===== src/rtl/mips_pipe_pkg.sv =====
// ---------------------------------------------------------------------------
// mips_pipe_pkg
// Shared definitions for the 5-stage MIPS pipeline control logic.
//   FWD_*    : encodings of the EX operand source select
//   REG_ZERO : architectural $zero, never a forwarding/hazard source
//   fwdSel   : picks the forwarding source for one EX operand
// ---------------------------------------------------------------------------
package mips_pipe_pkg;

    localparam logic [1:0] FWD_RF   = 2'b00;
    localparam logic [1:0] FWD_WB   = 2'b01;
    localparam logic [1:0] FWD_MEM  = 2'b10;
    localparam logic [4:0] REG_ZERO = 5'd0;

    // The MEM result is younger than the WB result, so it wins when both
    // stages target the same register.
    function automatic logic [1:0] fwdSel(
        input logic [4:0] src,
        input logic       wrMem,
        input logic [4:0] destMem,
        input logic       wrWb,
        input logic [4:0] destWb
    );
        logic [1:0] sel;
        sel = FWD_RF;
        if (wrMem && (destMem != REG_ZERO) && (destMem == src)) begin
            sel = FWD_MEM;
        end else if (wrWb && (destWb != REG_ZERO) && (destWb == src)) begin
            sel = FWD_WB;
        end
        return sel;
    endfunction

endpackage


===== src/rtl/sat_counter.sv =====
// ---------------------------------------------------------------------------
// sat_counter
// Up-counter that sticks at all-ones instead of wrapping.
//   clk     : clock
//   reset   : asynchronous, active-high clear
//   i_inc   : count one event on this edge
//   o_count : current count
// ---------------------------------------------------------------------------
module sat_counter #(
    parameter int W = 16
) (
    input  logic         clk,
    input  logic         reset,
    input  logic         i_inc,
    output logic [W-1:0] o_count
);

    logic [W-1:0] r_count;

    // Count events, holding once the counter is full.
    always_ff @(posedge clk or posedge reset) begin
        if (reset) begin
            r_count <= '0;
        end else if (i_inc && (r_count != '1)) begin
            r_count <= r_count + 1'b1;
        end
    end

    assign o_count = r_count;

endmodule


===== src/rtl/hazard_ctrl.sv =====
// ---------------------------------------------------------------------------
// hazard_ctrl
// Hazard controller for the 5-stage MIPS pipeline.
//   Inputs : register specifiers and control bits from ID, EX, MEM and WB,
//            plus the mul/div issue and taken-branch strobes from EX.
//   Outputs: stall_if_o/stall_id_o hold the front end, clr_id_o/clr_ex_o
//            flush IF-ID / ID-EX, fwd_a_o/fwd_b_o select EX operand sources,
//            md_busy_o flags the mul/div unit as occupied, stall_cnt_o and
//            flush_cnt_o are saturating statistics.
// ---------------------------------------------------------------------------
module hazard_ctrl
    import mips_pipe_pkg::*;
#(
    parameter int MD_LAT = 4,
    parameter int CNT_W  = 16
) (
    input  logic             clk,
    input  logic             reset,
    input  logic [4:0]       rs_id_i,
    input  logic [4:0]       rt_id_i,
    input  logic             hilo_use_id_i,
    input  logic             valid_id_i,
    input  logic [4:0]       rs_ex_i,
    input  logic [4:0]       rt_ex_i,
    input  logic [4:0]       dest_ex_i,
    input  logic             reg_wr_ex_i,
    input  logic             mem_to_reg_ex_i,
    input  logic             md_start_ex_i,
    input  logic             branch_taken_ex_i,
    input  logic [4:0]       dest_mem_i,
    input  logic             reg_wr_mem_i,
    input  logic [4:0]       dest_wb_i,
    input  logic             reg_wr_wb_i,
    output logic             stall_if_o,
    output logic             stall_id_o,
    output logic             clr_id_o,
    output logic             clr_ex_o,
    output logic [1:0]       fwd_a_o,
    output logic [1:0]       fwd_b_o,
    output logic             md_busy_o,
    output logic [CNT_W-1:0] stall_cnt_o,
    output logic [CNT_W-1:0] flush_cnt_o
);

    localparam logic [3:0] MD_RELOAD = 4'(MD_LAT - 1);

    logic [3:0] r_mdCnt;
    logic       w_loadUse;
    logic       w_mdHazard;

    // Remaining cycles the HI/LO unit stays occupied after the issuing edge.
    // A new issue always reloads, even if the unit is still busy.
    always_ff @(posedge clk or posedge reset) begin
        if (reset) begin
            r_mdCnt <= 4'd0;
        end else if (md_start_ex_i) begin
            r_mdCnt <= MD_RELOAD;
        end else if (r_mdCnt != 4'd0) begin
            r_mdCnt <= r_mdCnt - 4'd1;
        end
    end

    assign md_busy_o = (r_mdCnt != 4'd0);

    // The op issuing in EX this cycle already blocks HI/LO users in ID.
    assign w_loadUse  = valid_id_i && reg_wr_ex_i && mem_to_reg_ex_i &&
                        (dest_ex_i != REG_ZERO) &&
                        ((dest_ex_i == rs_id_i) || (dest_ex_i == rt_id_i));
    assign w_mdHazard = valid_id_i && hilo_use_id_i && (md_busy_o || md_start_ex_i);

    // Control outputs are held quiet during reset. A taken branch squashes
    // the ID instruction, so its flush overrides any stall that instruction
    // would otherwise cause.
    always_comb begin
        stall_if_o = 1'b0;
        stall_id_o = 1'b0;
        clr_id_o   = 1'b0;
        clr_ex_o   = 1'b0;
        fwd_a_o    = FWD_RF;
        fwd_b_o    = FWD_RF;
        if (!reset) begin
            fwd_a_o = fwdSel(rs_ex_i, reg_wr_mem_i, dest_mem_i, reg_wr_wb_i, dest_wb_i);
            fwd_b_o = fwdSel(rt_ex_i, reg_wr_mem_i, dest_mem_i, reg_wr_wb_i, dest_wb_i);
            if (branch_taken_ex_i) begin
                clr_id_o = 1'b1;
                clr_ex_o = 1'b1;
            end else if (w_loadUse || w_mdHazard) begin
                stall_if_o = 1'b1;
                stall_id_o = 1'b1;
                clr_ex_o   = 1'b1;
            end
        end
    end

    sat_counter #(.W(CNT_W)) u_stallCnt (
        .clk     (clk),
        .reset   (reset),
        .i_inc   (stall_id_o),
        .o_count (stall_cnt_o)
    );

    sat_counter #(.W(CNT_W)) u_flushCnt (
        .clk     (clk),
        .reset   (reset),
        .i_inc   (branch_taken_ex_i),
        .o_count (flush_cnt_o)
    );

endmodule


===== config.mk =====
export PLATFORM = sky130hd
export DESIGN_NAME = hazard_ctrl
export DESIGN_NICKNAME = d
export VERILOG_FILES = /design/src/rtl/mips_pipe_pkg.sv /design/src/rtl/sat_counter.sv /design/src/rtl/hazard_ctrl.sv
export SDC_FILE = /design/constraint.sdc
export NUM_CORES = 1
export LEC_CHECK = 0
export CAP_MARGIN = 20
export CORE_AREA = 3 3 75 77
export DETAILED_ROUTE_END_ITERATION = 7
export DIE_AREA = 0 0 78 80
export PLACE_DENSITY = 0.85
export REMOVE_ABC_BUFFERS = 1
export SLEW_MARGIN = 20
export SYNTH_ARGS = -nofsm -noshare
export SYNTH_HDL_FRONTEND = slang
export SYNTH_SLANG_ARGS = --single-unit

===== constraint.sdc =====
create_clock -name clk -period 3.25 [get_ports clk]
set_input_delay 0.65 -clock clk [delete_from_list [all_inputs] [get_ports clk]]
set_output_delay 0.65 -clock clk [all_outputs]
set_load 0.005 [all_outputs]

**Word level (Yosys, flattened, before mapping)**

Index checks and enable logic that the tools add are counted.

- Equal/unequal tests: 8
- Reductions and logical operators: 22
- Add/sub/neg operators: 3
- Mux-type cells: 15

Operators with widths:

| operator | count |
|---|---|
| adder 16 x 1 -> 16 bit (second input constant) | 2 |
| != test 16 bit (second input constant) | 2 |
| == test 5 bit | 6 |
| nonzero test 5 bit | 3 |
| logical AND 1 bit | 14 |
| 2-to-1 mux 1 bit | 9 |
| 2-to-1 mux 2 bit | 4 |
| 2-to-1 mux 4 bit | 2 |
| nonzero test 4 bit | 1 |
| subtractor 4 x 1 -> 4 bit (second input constant) | 1 |
| logical OR 1 bit | 3 |
| nonzero test 2 bit | 1 |

- Input bits: 45
- Bits in registers: 36
- Output and inout bits: 41

**Longest topological paths before layout**

Gate-level depths: netlist of run 1.

- Depth in word-level cells: 9
- Gate-level depth with buffers: 9

**Modules after synthesis**

Synthesis of run 1 repeated with hierarchy kept, for this count alone.

- Cells, all modules: 227
- Area total of the unflattened synthesis: 2292.2 sq um

Modules (own cells, without submodules):

| module | times used | area each (sq um) | cells each |
|---|---|---|---|
| sat_counter | 2 | 805.8 | 71 |
| hazard_ctrl | 1 | 680.7 | 85 |

**Worst setup path after synthesis of run 1**

Ideal clock, no wire load.

- Kind: input -> output
- Start: in reset
- End: out fwd_a_o[0]
- Buffers on the path: 1
- Arrival time: 2272 ps
- Cell stages on the path: 5
- Path slack: 328 ps
- Cells stage by stage: buf_2 > clkinv_1 > o211ai_1 > or4_1 > nor4_1

- Cells in the longest elaborated chain, start to end: 1

Ends and longest elaborated chain:

| item | line | RTL |
|---|---|---|
| from (decl) | hazard_ctrl.sv:18 | `input logic reset,` |
| 2-to-1 mux 2 bit | hazard_ctrl.sv:81 | `if (!reset) begin` |
| to (decl) | hazard_ctrl.sv:38 | `output logic [1:0] fwd_a_o,` |

No other way between the ends.

**Worst setup path after layout of run 1**

- Start: in dest_ex_i[0]
- End: out stall_if_o

- Cells in the longest elaborated chain, start to end: 7
- Elaborated cells between the ends (all ways): 10
- Those cells by class: eq/ne (2); mux (3); reduce/logical (5)

Ends and longest elaborated chain:

| item | line | RTL |
|---|---|---|
| from (decl) | hazard_ctrl.sv:25 | `input logic [4:0] dest_ex_i,` |
| == test 5 bit or nonzero test 5 bit (tied branches) | hazard_ctrl.sv:68, hazard_ctrl.sv:67 |  |
| logical OR 1 bit or logical AND 1 bit (tied branches) | hazard_ctrl.sv:68, hazard_ctrl.sv:66 |  |
| logical AND 1 bit * | hazard_ctrl.sv:67 | `(dest_ex_i != REG_ZERO) &&` |
| logical OR 1 bit * | hazard_ctrl.sv:87 | `end else if (w_loadUse \|\| w_mdHazard) begin` |
| 2-to-1 mux 1 bit * | hazard_ctrl.sv:87 |  |
| 2-to-1 mux 1 bit * | hazard_ctrl.sv:84 | `if (branch_taken_ex_i) begin` |
| 2-to-1 mux 1 bit * | hazard_ctrl.sv:81 |  |
| to (decl) | hazard_ctrl.sv:34 | `output logic stall_if_o,` |

Every way passes the cells marked *; elsewhere a longest branch is shown, timed or not.

==> results of run 1 <==
==> worst max-delay path, stage by stage <==
cell             delay (ns)
clkdlybuf4s50_1        0.54
xnor2_1                0.13
nand3_1                0.12
o22ai_2                0.21
a21oi_4                0.10
nor3_2                 0.16
clkdlybuf4s50_1        0.54
==> final cells by class <==
cell class                 instances  share of cell area
multi-input combinational        174               0.382
timing repair buffer              97               0.282
inverter                           4             0.00452
clock buffer                       5              0.0207
clock inverter                     3              0.0128
tap                               70              0.0264
sequential                        36               0.271
==> logic make-up after synthesis <==
logic type,after synthesis,share of synthesized area
xor gates and xnor gates,59,0.235
DFF,36,0.410
adders and majority gates,3,0.0171
AOI/OAI and AO/OA,15,0.0563
muxes,4,0.0222
and+or+nand+nor,93,0.240
buffers and inverters,8,0.0199
==> state kept, by name, summed over array words and instances (netlist names) <==
name,count
u_stallCnt.o_count,16
u_flushCnt.o_count,16
r_mdCnt,4
==> worst max path at each step <==
stage,cells after the start,endpoint,slack [ns],start
CTS,7,stall_if_o,0.03,dest_ex_i[4]
floorplan,4,fwd_a_o[0],0.49,reset
detailed placement,6,fwd_b_o[0],-0.14,dest_mem_i[1]
finish,7,stall_if_o,0.15,dest_ex_i[0]
global placement,6,fwd_b_o[0],-0.13,dest_mem_i[1]
global route,7,stall_if_o,0.008,dest_ex_i[4]
==> where the power goes <==
group,internal [mW],switching [mW],total (mW)
Combinational,0.250,0.145,0.395
Clock,0.227,0.162,0.389
Sequential,0.510,0.0786,0.589
==> layout by cell type, fill, tap and decap left out, types with 2 or more instances in the layout <==
cell / instances
a21oi_1: 3
a21oi_4: 2
and2_1: 2
and3_1: 5
and4_1: 3
buf_4: 12
clkbuf_8: 5
clkdlybuf4s50_1: 83
dfrtp_1: 36
dlygate4sd2_1: 2
ha_1: 3
inv_1: 3
mux2_1: 3
nand2_1: 16
nand2b_1: 4
nand3_1: 17
nand4_1: 9
nor2_1: 9
nor3_1: 7
nor4_1: 8
o21ai_1: 2
o21ai_2: 2
or4_1: 4
xnor2_1: 39
xor2_1: 20
==> per-layer routing <==
layer	track usage	vias to the layer above	part of all wire
li1	-	970	-
met1	0.176	908	0.40
met2	0.329	59	0.52
met3	0.0632	4	0.078
met4	0.0420	0	0.0078
met5	0	-	0
==> stage by stage <==
step | util | setup WS (ns) | TNS, ns | power, mW
floorplan | - | 0.489 | 0 | 0.752
global placement | 0.630 | -0.133 | -0.241 | 0.983
detailed placement | 0.630 | -0.137 | -0.315 | 0.993
CTS | 0.654 | 0.0339 | 0 | 1.39
global route | 0.655 | 0.00800 | 0 | 1.46
finish | 0.655 | 0.153 | 0 | 1.37
==> timing repair <==
item | 4_1_cts | 5_1_grt
cloned | 0 | 0
pin swaps | 0 | 2
setup buffers | 0 | 0
resized for setup | 4 | 1
endpoints found under the setup margin | 4 | 2
==> flow_metrics.tcl, run 1 <==
set metrics [dict create \
    r2r_cells 8 \
    die_y_um 80 \
    cts.sinks 36 \
    required_ns 2.60 \
    insertedDiodeCount 0 \
    clk_pin_slew_worst_paths_ns 0.07 \
    cts_tree "built" \
    cp_max_fo 3 \
    die_x_um 78 \
    skew_ns 0.00574 \
    synth_top_area_share 0.410 \
    synth-seq-cells 36 \
    antenna_found_initial 0 \
    placedCellCount 381 \
    post_dp_cell_area_um2 3200 \
    layout-drive-gt1-share 0.0972 \
    synth_most_common_cell "xnor2_1" \
    grt_max_degree 37 \
    grt_pass1_vias 1954 \
    outcome "complete, no violations" \
    critical_path_class "input pin to output pin" \
    rsz0062_at_grt "false" \
    drc 0 \
    root_buffer "clkbuf_8" \
    port_buffers 85 \
    dp.final_hpwl_um 4410 \
    reg2reg_to "u_stallCnt.o_count[14]$_DFFE_PP0P_" \
    syn_inst 218 \
    slew_headroom 0.673 \
    final_cells 389 \
    whs_endpoint "u_flushCnt.o_count[6]$_DFFE_PP0P_" \
    r2r_start "r_mdCnt[0]$_DFFE_PP0P_" \
    drt-wirelength-per-cell_um 13.8 \
    core_area_um2 5070 \
    clk_latency_ns 0.29 \
    peakVddDrop_v 0.000259 \
    yosysWarnings 0 \
    fill_cells 424 \
    max-cap-violations 0 \
    gr-total-overflow 0 \
    hold_viol_final 0 \
    worstMarginPinSlew_ns 0.488 \
    cp-start-kind "input pin" \
    hp-class "flip-flop to flip-flop" \
    gr-usage-all-layers 0.172 \
    htree_levels 2 \
    ys_top_cells_by_count "39 x xnor2_1, 36 x dfrtp_1, 20 x xor2_1" \
    fin_crit_sh 0.953 \
    start_util 0.433 \
    area_growth_pct 51.1 \
    ys.flop_type "dfrtp_1" \
    leakage_nw 1.35 \
    fin_nets 366 \
    cts_hold_buffers 0 \
    min_from "u_flushCnt.o_count[6]$_DFFE_PP0P_" \
    setup_viol_count_final 0 \
    synth_top_area_cell "dfrtp_1" \
    vias 1941 \
    row_count 26 \
    io_pins 86 \
    hold_ws_ns 0.491 \
    slew_violations 0 \
    drt_iter0_markers 54 \
    holdPathStages 1 \
    place_congestion 0.836 \
    ant_nets 0 \
    max_freq_mhz 323 \
    power_density_nw_per_um2 413 \
    async_reset_ff_frac 1.00 \
    critPathArrivalTime_ns 2.45 \
    syn_avg_cell_area_um2 10.1 \
    dr.pass1.iters 4 \
    die_area_um2 6240 \
    grt_pass1_wl_um 8540 \
    end_kind "output pin" \
    synth_area_um2 2200 \
    wl_um 5380 \
    regArea_um2 901 \
    clockBufferDepth 2 \
    synth-edff-count 0 \
    viasPerCell 4.99 \
    multi_input_area_um2 1270 \
    reg2reg_slack_ns 1.04 \
    ys_seq_area_frac 0.410 \
    period_minus_slack_ns 3.10 \
    post-route-cell-area_um2 3320 \
    synthDistinctLibCells 40 \
    cts_buffers 5 \
    ys_top_cells_by_area "dfrtp_1 41%, xnor2_1 16%, xor2_1 8.0%" \
]
Power figures use the tool's default switching activity.
==> run 2, diff against run 1 <==
--- a/config.mk
+++ b/config.mk
@@ -9,7 +9,7 @@
 export CORE_AREA = 3 3 75 77
 export DETAILED_ROUTE_END_ITERATION = 7
 export DIE_AREA = 0 0 78 80
-export PLACE_DENSITY = 0.85
+export PLACE_DENSITY = 0.84
 export REMOVE_ABC_BUFFERS = 1
 export SLEW_MARGIN = 20
 export SYNTH_ARGS = -nofsm -noshare
==> flow_metrics.tcl, run 2 (same netlist as run 1, synthesis figures left out) <==
set metrics [dict create \
    grt_pass1_wl_um 9040 \
    dp.final_hpwl_um 4530 \
    layout_common_cells "82 x clkdlybuf4s50_1, 39 x xnor2_1, 36 x dfrtp_1, 20 x xor2_1, 17 x nand3_1" \
    grt_max_degree 37 \
    max-cap-violations 0 \
    root_buffer "clkbuf_8" \
    antenna_found_initial 0 \
    holdPathStages 1 \
    whs_endpoint "u_flushCnt.o_count[6]$_DFFE_PP0P_" \
    r2r_start "r_mdCnt[0]$_DFFE_PP0P_" \
    gr-usage-all-layers 0.186 \
    row_count 26 \
    r2r_cells 8 \
    worst-path-buf-inv 2 \
    final_common_cell "clkdlybuf4s50_1" \
    cp-start-kind "input pin" \
    clk_latency_ns 0.29 \
    outcome "complete, no violations" \
    rsz0062_at_grt "false" \
    fill_cells 419 \
    setup_ws_ns 0.0973 \
    dr.pass1.iters 4 \
    hp-class "flip-flop to flip-flop" \
    htree_levels 2 \
    max_freq_mhz 317 \
    power_density_nw_per_um2 415 \
    area_growth_pct 51.8 \
    grt_pass1_vias 2021 \
    viasPerCell 5.09 \
    layout-drive-gt1-share 0.103 \
    slew_violations 0 \
    crit_path_top_delay_cell "or4_1" \
    crit_cells 6 \
    critPathTopFamily "simple AND/OR/NAND/NOR gates" \
    worstMarginPinSlew_ns 0.481 \
    wl_um 5600 \
    hold_ws_ns 0.486 \
    clockBufferDepth 2 \
    insertedDiodeCount 0 \
    hold_viol_final 0 \
    min_from "u_flushCnt.o_count[6]$_DFFE_PP0P_" \
    die_x_um 78 \
    reg2reg_to "u_stallCnt.o_count[12]$_DFFE_PP0P_" \
    core_area_um2 5070 \
    setup_viol_count_final 0 \
    skew_ns 0.00498 \
    required_ns 2.60 \
    cts_buffers 5 \
    setup-tns-final_ns 0 \
    cts_tree "built" \
    drc 0 \
    slew_headroom 0.678 \
    crit_path_frequent_cell "or4_1" \
    path_cells "clkdlybuf4s50_1 -> or4_1 -> o211ai_1 -> or4_1 -> nor4_2 -> dlygate4sd2_1" \
    post-route-cell-area_um2 3340 \
    die_area_um2 6240 \
    clk_pin_slew_worst_paths_ns 0.07 \
    dp_worst_setup_slack_ns -0.219 \
    drt-wirelength-per-cell_um 14.4 \
    drt_iter0_markers 52 \
    reg2reg_slack_ns 1.03 \
    critPathArrivalTime_ns 2.50 \
    die_y_um 80 \
    ant_nets 0 \
    gr-total-overflow 0 \
    leakage_nw 1.37 \
    fin_nets 367 \
    post_dp_cell_area_um2 3210 \
    vias 1985 \
    io_pins 86 \
    peakVddDrop_v 0.000305 \
    end_kind "output pin" \
    place_congestion 0.790 \
    startpoint "dest_wb_i[4]" \
    cp_slowest_stage_delay_ns 0.54 \
    fin_crit_sh 0.970 \
    start_util 0.433 \
    cts.sinks 36 \
    critical_path_class "input pin to output pin" \
    final_cells 390 \
    period_minus_slack_ns 3.15 \
    cp_max_fo 3 \
    placedCellCount 382 \
    port_buffers 85 \
]
==> run 2: cell types whose count changed in the layout (fill, tap and decap cells not counted), sizes merged <==
| cell | previous run | this run |
|---|---|---|
| buf | 12 | 13 |
| clkdlybuf4s50 | 83 | 82 |
| dlymetal6s2s | 0 | 1 |
==> run 2: stage by stage <==
stage,power [mW],util
after global placement,0.983,0.632
final,1.39,0.658
after global routing,1.47,0.658
after CTS,1.40,0.656
after detailed placement,0.998,0.632
after floorplan,0.752,-
==> run 2: layer usage <==
| layer | vias to the layer above | share of wire | GRT usage |
|---|---|---|---|
| met5 | - | 0 | 0 |
| met4 | 0 | 0.024 | 0.0752 |
| met3 | 13 | 0.063 | 0.0621 |
| met2 | 62 | 0.51 | 0.337 |
| met1 | 935 | 0.40 | 0.197 |
| li1 | 975 | - | - |
==> run 2: worst max path at each step <==
stage	endpoint	slack, ns
finish	fwd_b_o[0]	0.1
global route	fwd_b_o[0]	0.004
CTS	stall_if_o	0.04
detailed placement	fwd_b_o[0]	-0.22
global placement	fwd_b_o[0]	-0.17
floorplan	fwd_a_o[0]	0.49
==> run 2: final cells by class <==
| cell class | instances | area, µm² | area share |
|---|---|---|---|
| repair buffers | 98 | 948 | 0.284 |
| well taps | 70 | 87.6 | 0.0262 |
| clock inverters | 3 | 42.5 | 0.0127 |
| multi-input cells | 174 | 1270 | 0.382 |
| inverters | 4 | 15.0 | 0.00450 |
| clock buffers | 5 | 68.8 | 0.0206 |
| flip-flops and latches | 36 | 901 | 0.270 |
==> run 2: what timing repair did <==
item / 4_1_cts / 5_1_grt
setup buffers: 0 / 0
pin swaps: 1 / 1
resized for setup: 5 / 2
setup endpoints to repair: 4 / 3
hold buffers: 0 / 0
==> run 2: power by group <==
| group | leakage, nW | internal [mW] | total [mW] | switching, mW |
|---|---|---|---|---|
| Combinational | 0.836 | 0.252 | 0.401 | 0.150 |
| Clock | 0.0541 | 0.227 | 0.396 | 0.169 |
| Sequential | 0.480 | 0.510 | 0.589 | 0.0787 |
| Total | 1.37 | 0.989 | 1.39 | 0.397 |
